==> src/rtl/multicycle_control_if.sv <==
// Control bundle between the multicycle main controller and the MIPS datapath.
// The controller takes the master side. The datapath takes the slave side and
// supplies the IR opcode and the memory-ready handshake.
interface multicycle_control_if;
    // Inputs to the controller.
    logic [5:0] Opcode;
    logic       mem_ready;

    // ALU-control decoder inputs.
    logic [1:0] ALUOp;
    logic       Inm;
    logic [3:0] ALUOpFinal;

    // Datapath enables and selects.
    logic       PCWrite;
    logic       PCWriteCond;
    logic       IorD;
    logic       MemRead;
    logic       MemWrite;
    logic       MemtoReg;
    logic       IRWrite;
    logic       ALUSrcA;
    logic       RegWrite;
    logic       RegDst;
    logic [1:0] PCSource;
    logic [1:0] ALUSrcB;
    logic       Illegal;

    modport master (
        input  Opcode, mem_ready,
        output ALUOp, Inm, ALUOpFinal,
        output PCWrite, PCWriteCond, IorD, MemRead, MemWrite, MemtoReg,
        output IRWrite, ALUSrcA, RegWrite, RegDst, PCSource, ALUSrcB, Illegal
    );

    modport slave (
        output Opcode, mem_ready,
        input  ALUOp, Inm, ALUOpFinal,
        input  PCWrite, PCWriteCond, IorD, MemRead, MemWrite, MemtoReg,
        input  IRWrite, ALUSrcA, RegWrite, RegDst, PCSource, ALUSrcB, Illegal
    );
endinterface

==> src/rtl/multicycle_control.sv <==
// Multicycle MIPS main-control FSM: sequences fetch, decode, execute, memory
// and writeback, and drives the datapath enables plus ALUOp/Inm/ALUOpFinal.
// FETCH, MEMRD and MEMWR stall until mem_ready.
// Build option: define IMM_LOGIC_EN to decode andi/ori/slti. Without it those
// opcodes are illegal, and Inm/ALUOpFinal are always 0.
module multicycle_control (
    input  logic                       clk,
    input  logic                       rst,
    multicycle_control_if.master       bus
);

    typedef enum logic [3:0] {
        S_IDLE   = 4'd0,
        S_FETCH  = 4'd1,
        S_DECODE = 4'd2,
        S_MEMADR = 4'd3,
        S_MEMRD  = 4'd4,
        S_MEMWB  = 4'd5,
        S_MEMWR  = 4'd6,
        S_REXEC  = 4'd7,
        S_RWB    = 4'd8,
        S_BEQ    = 4'd9,
        S_JUMP   = 4'd10,
        S_IEXEC  = 4'd11,
        S_IWB    = 4'd12
    } state_t;

    // Instruction classes that select the DECODE branch.
    typedef enum logic [2:0] {
        C_MEM,
        C_RTYPE,
        C_BEQ,
        C_JUMP,
        C_IMM,
        C_ILLEGAL
    } op_class_t;

    localparam logic [5:0] OP_RTYPE = 6'b000000;
    localparam logic [5:0] OP_LW    = 6'b100011;
    localparam logic [5:0] OP_SW    = 6'b101011;
    localparam logic [5:0] OP_BEQ   = 6'b000100;
    localparam logic [5:0] OP_J     = 6'b000010;
    localparam logic [5:0] OP_ADDI  = 6'b001000;
    localparam logic [5:0] OP_ANDI  = 6'b001100;
    localparam logic [5:0] OP_ORI   = 6'b001101;
    localparam logic [5:0] OP_SLTI  = 6'b001010;

    // ALU control codes that the immediate logic ops apply directly.
    localparam logic [3:0] ALU_AND = 4'b0000;
    localparam logic [3:0] ALU_OR  = 4'b0001;
    localparam logic [3:0] ALU_SLT = 4'b0111;

    // Maps an opcode to the class that selects the DECODE branch.
    function automatic op_class_t classify(input logic [5:0] op);
        op_class_t cls;
        case (op)
            OP_LW, OP_SW: cls = C_MEM;
            OP_RTYPE:     cls = C_RTYPE;
            OP_BEQ:       cls = C_BEQ;
            OP_J:         cls = C_JUMP;
            OP_ADDI:      cls = C_IMM;
`ifdef IMM_LOGIC_EN
            OP_ANDI, OP_ORI, OP_SLTI: cls = C_IMM;
`else
            OP_ANDI, OP_ORI, OP_SLTI: cls = C_ILLEGAL;
`endif
            default:      cls = C_ILLEGAL;
        endcase
        return cls;
    endfunction

    state_t     state_q, state_d;
    logic [5:0] op_q, op_d;
    op_class_t  dec_class;

    // Local copies of the outputs. A single continuous assign per bus signal
    // keeps each interface net driven from exactly one place.
    logic [1:0] alu_op;
    logic       inm;
    logic [3:0] alu_op_final;
    logic       pc_write;
    logic       pc_write_cond;
    logic       ior_d;
    logic       mem_read;
    logic       mem_write;
    logic       mem_to_reg;
    logic       ir_write;
    logic       alu_src_a;
    logic       reg_write;
    logic       reg_dst;
    logic [1:0] pc_source;
    logic [1:0] alu_src_b;
    logic       illegal;

    // Classify the live IR opcode. Only DECODE acts on the result.
    assign dec_class = classify(bus.Opcode);

    // State and latched-opcode registers with synchronous reset.
    always_ff @(posedge clk) begin
        // NOTE: state flops use non-blocking assignments, so every flop samples
        // pre-edge values no matter how the blocks are ordered.
        if (rst) begin
            state_q <= S_IDLE;
            op_q    <= 6'b000000;
        end else begin
            state_q <= state_d;
            op_q    <= op_d;
        end
    end

    // Next-state sequencing. The opcode is captured only in DECODE.
    always_comb begin
        // NOTE: defaults come first, so no path through the case can leave a
        // variable unassigned and infer a latch.
        state_d = state_q;
        op_d    = op_q;
        case (state_q)
            S_IDLE:   state_d = S_FETCH;
            S_FETCH:  if (bus.mem_ready) state_d = S_DECODE;
            S_DECODE: begin
                op_d = bus.Opcode;
                case (dec_class)
                    C_MEM:   state_d = S_MEMADR;
                    C_RTYPE: state_d = S_REXEC;
                    C_BEQ:   state_d = S_BEQ;
                    C_JUMP:  state_d = S_JUMP;
                    C_IMM:   state_d = S_IEXEC;
                    default: state_d = S_FETCH;
                endcase
            end
            S_MEMADR: state_d = (op_q == OP_LW) ? S_MEMRD : S_MEMWR;
            S_MEMRD:  if (bus.mem_ready) state_d = S_MEMWB;
            S_MEMWB:  state_d = S_FETCH;
            S_MEMWR:  if (bus.mem_ready) state_d = S_FETCH;
            S_REXEC:  state_d = S_RWB;
            S_RWB:    state_d = S_FETCH;
            S_BEQ:    state_d = S_FETCH;
            S_JUMP:   state_d = S_FETCH;
            S_IEXEC:  state_d = S_IWB;
            S_IWB:    state_d = S_FETCH;
            default:  state_d = S_IDLE;
        endcase
    end

    // Moore output decode. The only live-input terms are the FETCH
    // IRWrite/PCWrite qualifier and the DECODE illegal flag.
    always_comb begin
        alu_op        = 2'b00;
        inm           = 1'b0;
        alu_op_final  = 4'b0000;
        pc_write      = 1'b0;
        pc_write_cond = 1'b0;
        ior_d         = 1'b0;
        mem_read      = 1'b0;
        mem_write     = 1'b0;
        mem_to_reg    = 1'b0;
        ir_write      = 1'b0;
        alu_src_a     = 1'b0;
        reg_write     = 1'b0;
        reg_dst       = 1'b0;
        pc_source     = 2'b00;
        alu_src_b     = 2'b00;
        illegal       = 1'b0;
        case (state_q)
            S_FETCH: begin
                // PC+4 is computed every cycle. IR and PC commit only once the
                // memory delivers the instruction.
                mem_read  = 1'b1;
                alu_src_b = 2'b01;
                ir_write  = bus.mem_ready;
                pc_write  = bus.mem_ready;
            end
            S_DECODE: begin
                // The branch target PC + (imm << 2) is computed speculatively.
                alu_src_b = 2'b11;
                illegal   = (dec_class == C_ILLEGAL);
            end
            S_MEMADR: begin
                alu_src_a = 1'b1;
                alu_src_b = 2'b10;
            end
            S_MEMRD: begin
                mem_read = 1'b1;
                ior_d    = 1'b1;
            end
            S_MEMWB: begin
                reg_write  = 1'b1;
                mem_to_reg = 1'b1;
            end
            S_MEMWR: begin
                mem_write = 1'b1;
                ior_d     = 1'b1;
            end
            S_REXEC: begin
                alu_src_a = 1'b1;
                alu_op    = 2'b10;
            end
            S_RWB: begin
                reg_write = 1'b1;
                reg_dst   = 1'b1;
            end
            S_BEQ: begin
                alu_src_a     = 1'b1;
                alu_op        = 2'b01;
                pc_write_cond = 1'b1;
                pc_source     = 2'b01;
            end
            S_JUMP: begin
                pc_write  = 1'b1;
                pc_source = 2'b10;
            end
            S_IEXEC: begin
                alu_src_a = 1'b1;
                alu_src_b = 2'b10;
`ifdef IMM_LOGIC_EN
                // The logic ops bypass the Funct decode. addi keeps the plain add.
                case (op_q)
                    OP_ANDI: begin inm = 1'b1; alu_op_final = ALU_AND; end
                    OP_ORI:  begin inm = 1'b1; alu_op_final = ALU_OR;  end
                    OP_SLTI: begin inm = 1'b1; alu_op_final = ALU_SLT; end
                    default: begin inm = 1'b0; alu_op_final = 4'b0000; end
                endcase
`endif
            end
            S_IWB: begin
                reg_write = 1'b1;
            end
            default: ;
        endcase
    end

    assign bus.ALUOp       = alu_op;
    assign bus.Inm         = inm;
    assign bus.ALUOpFinal  = alu_op_final;
    assign bus.PCWrite     = pc_write;
    assign bus.PCWriteCond = pc_write_cond;
    assign bus.IorD        = ior_d;
    assign bus.MemRead     = mem_read;
    assign bus.MemWrite    = mem_write;
    assign bus.MemtoReg    = mem_to_reg;
    assign bus.IRWrite     = ir_write;
    assign bus.ALUSrcA     = alu_src_a;
    assign bus.RegWrite    = reg_write;
    assign bus.RegDst      = reg_dst;
    assign bus.PCSource    = pc_source;
    assign bus.ALUSrcB     = alu_src_b;
    assign bus.Illegal     = illegal;

endmodule

==> src/flat_wrapper.sv <==
// flat-port wrapper written by rule: the top's interface ports become plain ports
module multicycle_control_flat 
  (clk, rst, bus_Opcode, bus_mem_ready, bus_ALUOp, bus_Inm, bus_ALUOpFinal, bus_PCWrite, bus_PCWriteCond, bus_IorD, bus_MemRead, bus_MemWrite, bus_MemtoReg, bus_IRWrite, bus_ALUSrcA, bus_RegWrite, bus_RegDst, bus_PCSource, bus_ALUSrcB, bus_Illegal);
  multicycle_control_if bus_i ();
  input  logic clk;
  input  logic rst;
  input wire logic [$bits(bus_i.Opcode)-1:0] bus_Opcode;
  input wire logic [$bits(bus_i.mem_ready)-1:0] bus_mem_ready;
  output wire logic [$bits(bus_i.ALUOp)-1:0] bus_ALUOp;
  output wire logic [$bits(bus_i.Inm)-1:0] bus_Inm;
  output wire logic [$bits(bus_i.ALUOpFinal)-1:0] bus_ALUOpFinal;
  output wire logic [$bits(bus_i.PCWrite)-1:0] bus_PCWrite;
  output wire logic [$bits(bus_i.PCWriteCond)-1:0] bus_PCWriteCond;
  output wire logic [$bits(bus_i.IorD)-1:0] bus_IorD;
  output wire logic [$bits(bus_i.MemRead)-1:0] bus_MemRead;
  output wire logic [$bits(bus_i.MemWrite)-1:0] bus_MemWrite;
  output wire logic [$bits(bus_i.MemtoReg)-1:0] bus_MemtoReg;
  output wire logic [$bits(bus_i.IRWrite)-1:0] bus_IRWrite;
  output wire logic [$bits(bus_i.ALUSrcA)-1:0] bus_ALUSrcA;
  output wire logic [$bits(bus_i.RegWrite)-1:0] bus_RegWrite;
  output wire logic [$bits(bus_i.RegDst)-1:0] bus_RegDst;
  output wire logic [$bits(bus_i.PCSource)-1:0] bus_PCSource;
  output wire logic [$bits(bus_i.ALUSrcB)-1:0] bus_ALUSrcB;
  output wire logic [$bits(bus_i.Illegal)-1:0] bus_Illegal;
  assign bus_i.Opcode = bus_Opcode;
  assign bus_i.mem_ready = bus_mem_ready;
  assign bus_ALUOp = bus_i.ALUOp;
  assign bus_Inm = bus_i.Inm;
  assign bus_ALUOpFinal = bus_i.ALUOpFinal;
  assign bus_PCWrite = bus_i.PCWrite;
  assign bus_PCWriteCond = bus_i.PCWriteCond;
  assign bus_IorD = bus_i.IorD;
  assign bus_MemRead = bus_i.MemRead;
  assign bus_MemWrite = bus_i.MemWrite;
  assign bus_MemtoReg = bus_i.MemtoReg;
  assign bus_IRWrite = bus_i.IRWrite;
  assign bus_ALUSrcA = bus_i.ALUSrcA;
  assign bus_RegWrite = bus_i.RegWrite;
  assign bus_RegDst = bus_i.RegDst;
  assign bus_PCSource = bus_i.PCSource;
  assign bus_ALUSrcB = bus_i.ALUSrcB;
  assign bus_Illegal = bus_i.Illegal;
  multicycle_control u_core (.clk(clk), .rst(rst), .bus(bus_i));
endmodule
==> config.mk <==
export PLATFORM = sky130hd
export DESIGN_NAME = multicycle_control_flat
export DESIGN_NICKNAME = d
export VERILOG_FILES = /design/src/rtl/multicycle_control_if.sv /design/src/rtl/multicycle_control.sv /design/src/flat_wrapper.sv
export SDC_FILE = /design/constraint.sdc
export NUM_CORES = 1
export LEC_CHECK = 0
export BUFFER_PORTS_ARGS = -buffer_cell sky130_fd_sc_hd__buf_2
export CORE_MARGIN = 4
export CORE_UTILIZATION = 45
export CTS_BUF_LIST = sky130_fd_sc_hd__clkbuf_8
export CTS_CLUSTER_DIAMETER = 150
export DETAILED_ROUTE_END_ITERATION = 8
export PLACE_DENSITY = 0.75
export SYNTH_ARGS = -nofsm -noshare
export SYNTH_HDL_FRONTEND = slang
export SYNTH_SLANG_ARGS = --single-unit
==> constraint.sdc <==
create_clock -name clk -period 3.6 [get_ports clk]
set_clock_uncertainty 0.05 [all_clocks]
set_input_delay 0 -clock clk [delete_from_list [all_inputs] [get_ports clk]]
set_output_delay 0 -clock clk [all_outputs]
set_load 0.01 [all_outputs]
==> results.tsv <==
metric	value	unit
status	completed	
Tot GR Track Use	0.159	
DR DRC count	0	
CP Max Fanout	17	
floorplan row count	14	
post-synthesis average cell area	6.95	um2
commonest non-fill, non-tap cell in the layout	buf_2	
sequential fraction of the synthesis area	0.250	
Ys Warns	0	
Synth Register Bits	10	
vias in the first global route	716	
crit share post-route	0.564	
chip width	50.2	um
switching power	95.3	uW
Storage cell area	200	um2
largest net degree at the start of global routing	21	
final WL	1920	um
clock network power share	0.369	
fmax	0.492	GHz
drt first pass iters	4	
Hold Slack	13.8	ps
Crit Path Category	reg -> reg	
Via density	5.53	
Synth Cell Area	800	um2
net count of the finished layout	142	
I/O pin cnt	31	
Peak VDD IR	0.000216	V
Leakage	0.384	nW
startpoint types	flip-flop	
Hold Vio Cnt, Final	0	
Crit. End Element	flip-flop	
Chip Height	50.2	um
H-tree level count	1	
GP Congestion	0.805	
CP required	3700	ps
relative max-transition margin	0.499	
Max Slew Vio Count	0	
Clock Path Buffers	2	
max_cap viols	0	
area of the core	0.00159	mm2
Final setup violation count	0	
Gate Count Post-Synth	115	
final setup TNS	0	ps
Initial Util	0.502	
Worst Path Arrival	2130	ps
CTS resizes	0	
slowest CP cell	dfxtp_1	
Routed WL per cell	12.4	um
worst hold-check path type	in -> reg	
area delta synth->final	16.9	%
Port Buffers	25	
crit-path cells	nand2b_1 -> nor3_1 -> nand4_1 -> a311oi_1	
first-pass GRT wire length	3210	um
TritonCTS Buffers	3	
Tmin final	2030	ps
clk_lat worst skew	240	ps
area of the die	0.00252	mm2
switch share	0.303	
ANT cells	0	
share of layout cells above drive strength 1	0.252	
part of the power in registers	0.413	
Post-DRT Antenna Nets	0	
clk sinks	10	
Combinational Power Share	0.218	
clk slew on worst S/H paths	50	ps
commonest cells after routing, fill and taps aside	25 x buf_2, 20 x nand2_1, 10 x a21oi_1, 10 x dfxtp_1, 9 x nor2_1	
TritonCTS clock tree	yes	
Power Density	336	mW/mm2
Post-DP HPWL	1440	um
area of the multi-input gates	524	um2
unrepaired setup endpoints after global routing	no	
delay of the slowest critical-path stage	650	ps
Starting DRT DRC Count	18	
Layout fillers	161	
internal power	219	uW
grt ovf	0	
# Post-CTS Setup Buffers	0	
Root Driver	clkbuf_8	
routed vias	857	
number of distinct library cells after synthesis	35	
Worst Tran Pin Value	746	ps
initial antenna violation count	0	
-- sequential cells by signal, indices dropped and copies added (netlist names) --
name            count
u_core.op_q         6
u_core.state_q      4
-- path summary, 6_finish.rpt --
check                          from           endpoint  slack, ps  depth (start not counted)
setup / recovery  u_core.state_q[1]  u_core.state_q[2]       1570                          4
setup reg to reg  u_core.state_q[1]  u_core.state_q[2]       1570                          4
hold / removal        bus_Opcode[3]     u_core.op_q[3]         10                          3
hold reg to reg      u_core.op_q[5]     u_core.op_q[5]        410                          2
-- power by group through the flow --
stage / combinational (mW) / clock, mW / sequential (mW)
floorplan: 0.0598 / 0 / 0.120
global placement: 0.0657 / 0 / 0.131
detailed placement: 0.0676 / 0 / 0.131
CTS: 0.0685 / 0.117 / 0.129
global route: 0.0764 / 0.123 / 0.132
finish: 0.0685 / 0.116 / 0.130
-- per-stage QoR --
| stage | utilization | std cells | power (mW) | area [um2] | setup WS [ps] |
|---|---|---|---|---|---|
| floorplan | - | 119 | 0.180 | 815 | 1980 |
| global placement | 0.554 | 151 | 0.197 | 883 | 1650 |
| detailed placement | 0.554 | 151 | 0.199 | 883 | 1600 |
| CTS | 0.586 | 155 | 0.315 | 935 | 1580 |
| global route | 0.586 | 155 | 0.331 | 935 | 1360 |
| finish | 0.586 | 155 | 0.314 | 935 | 1570 |
-- synthesized netlist by cell type --
master / n / area, um2
nand2_1: 20 / 75.1
clkbuf_1: 11 / 41.3
a21oi_1: 10 / 50.1
dfxtp_1: 10 / 200
nor2_1: 9 / 33.8
buf_4: 6 / 45.0
nor3_1: 5 / 25.0
o21ai_0: 4 / 20.0
and3_1: 3 / 18.8
nand3b_1: 3 / 22.5
xnor2_1: 3 / 26.3
a221oi_1: 2 / 17.5
nand2b_1: 2 / 12.5
nand3_1: 2 / 10.0
nand4_1: 2 / 12.5
nor3b_1: 2 / 15.0
or2_2: 2 / 12.5
or3_1: 2 / 12.5
a2111o_1: 1 / 11.3
a211oi_1: 1 / 7.51
a22oi_1: 1 / 7.51
a2bb2oi_1: 1 / 8.76
a311oi_1: 1 / 8.76
a31oi_4: 1 / 21.3
conb_1: 1 / 3.75
inv_1: 1 / 3.75
nand4b_1: 1 / 8.76
nor2b_1: 1 / 6.26
nor4_1: 1 / 6.26
nor4b_1: 1 / 8.76
o21bai_1: 1 / 7.51
o31a_1: 1 / 8.76
or4_2: 1 / 8.76
or4_4: 1 / 11.3
or4b_1: 1 / 10.0
-- cell families (layout without fill, tap and decap cells) --
group,Yosys count,in the layout,share of synthesized area
AO/OA/AOI/OAI,24,24,0.211
XOR/XNOR,3,3,0.0329
buffers and inverters,18,30,0.113
flip-flops,10,10,0.250
other,1,5,0.00469
AND/OR/NAND/NOR,59,59,0.388
-- cell type report --
class,instances,share of cell area
multi-input combinational,91,0.561
tap,24,0.0321
sequential,10,0.214
timing repair buffer,26,0.145
inverter,1,0.00402
clock buffer,3,0.0442
-- repair_timing --
action / 4_1_cts / 5_1_grt
endpoints found under the setup margin: 0 / 0
hold buffers: 1 / 0
hold endpoints to repair: 6 / 0
-- metal layers --
metal / part of all wire / wire [um] / track usage / up-vias
met3: 0.071 / 137 / 0.0533 / 0
met1: 0.46 / 881 / 0.223 / 400
met2: 0.47 / 899 / 0.246 / 25
met4: 0 / 0 / 0.0138 / 0
met5: 0 / 0 / 0 / -
li1: - / - / - / 432
-- critical path: cells and delay by family (launching register included) --
family	cells	cell delay [ps]
AOI/OAI and AO/OA	1	280
and+or+nand+nor	3	970
DFF	1	650
No activity file was read; power rests on OpenSTA's default activity.
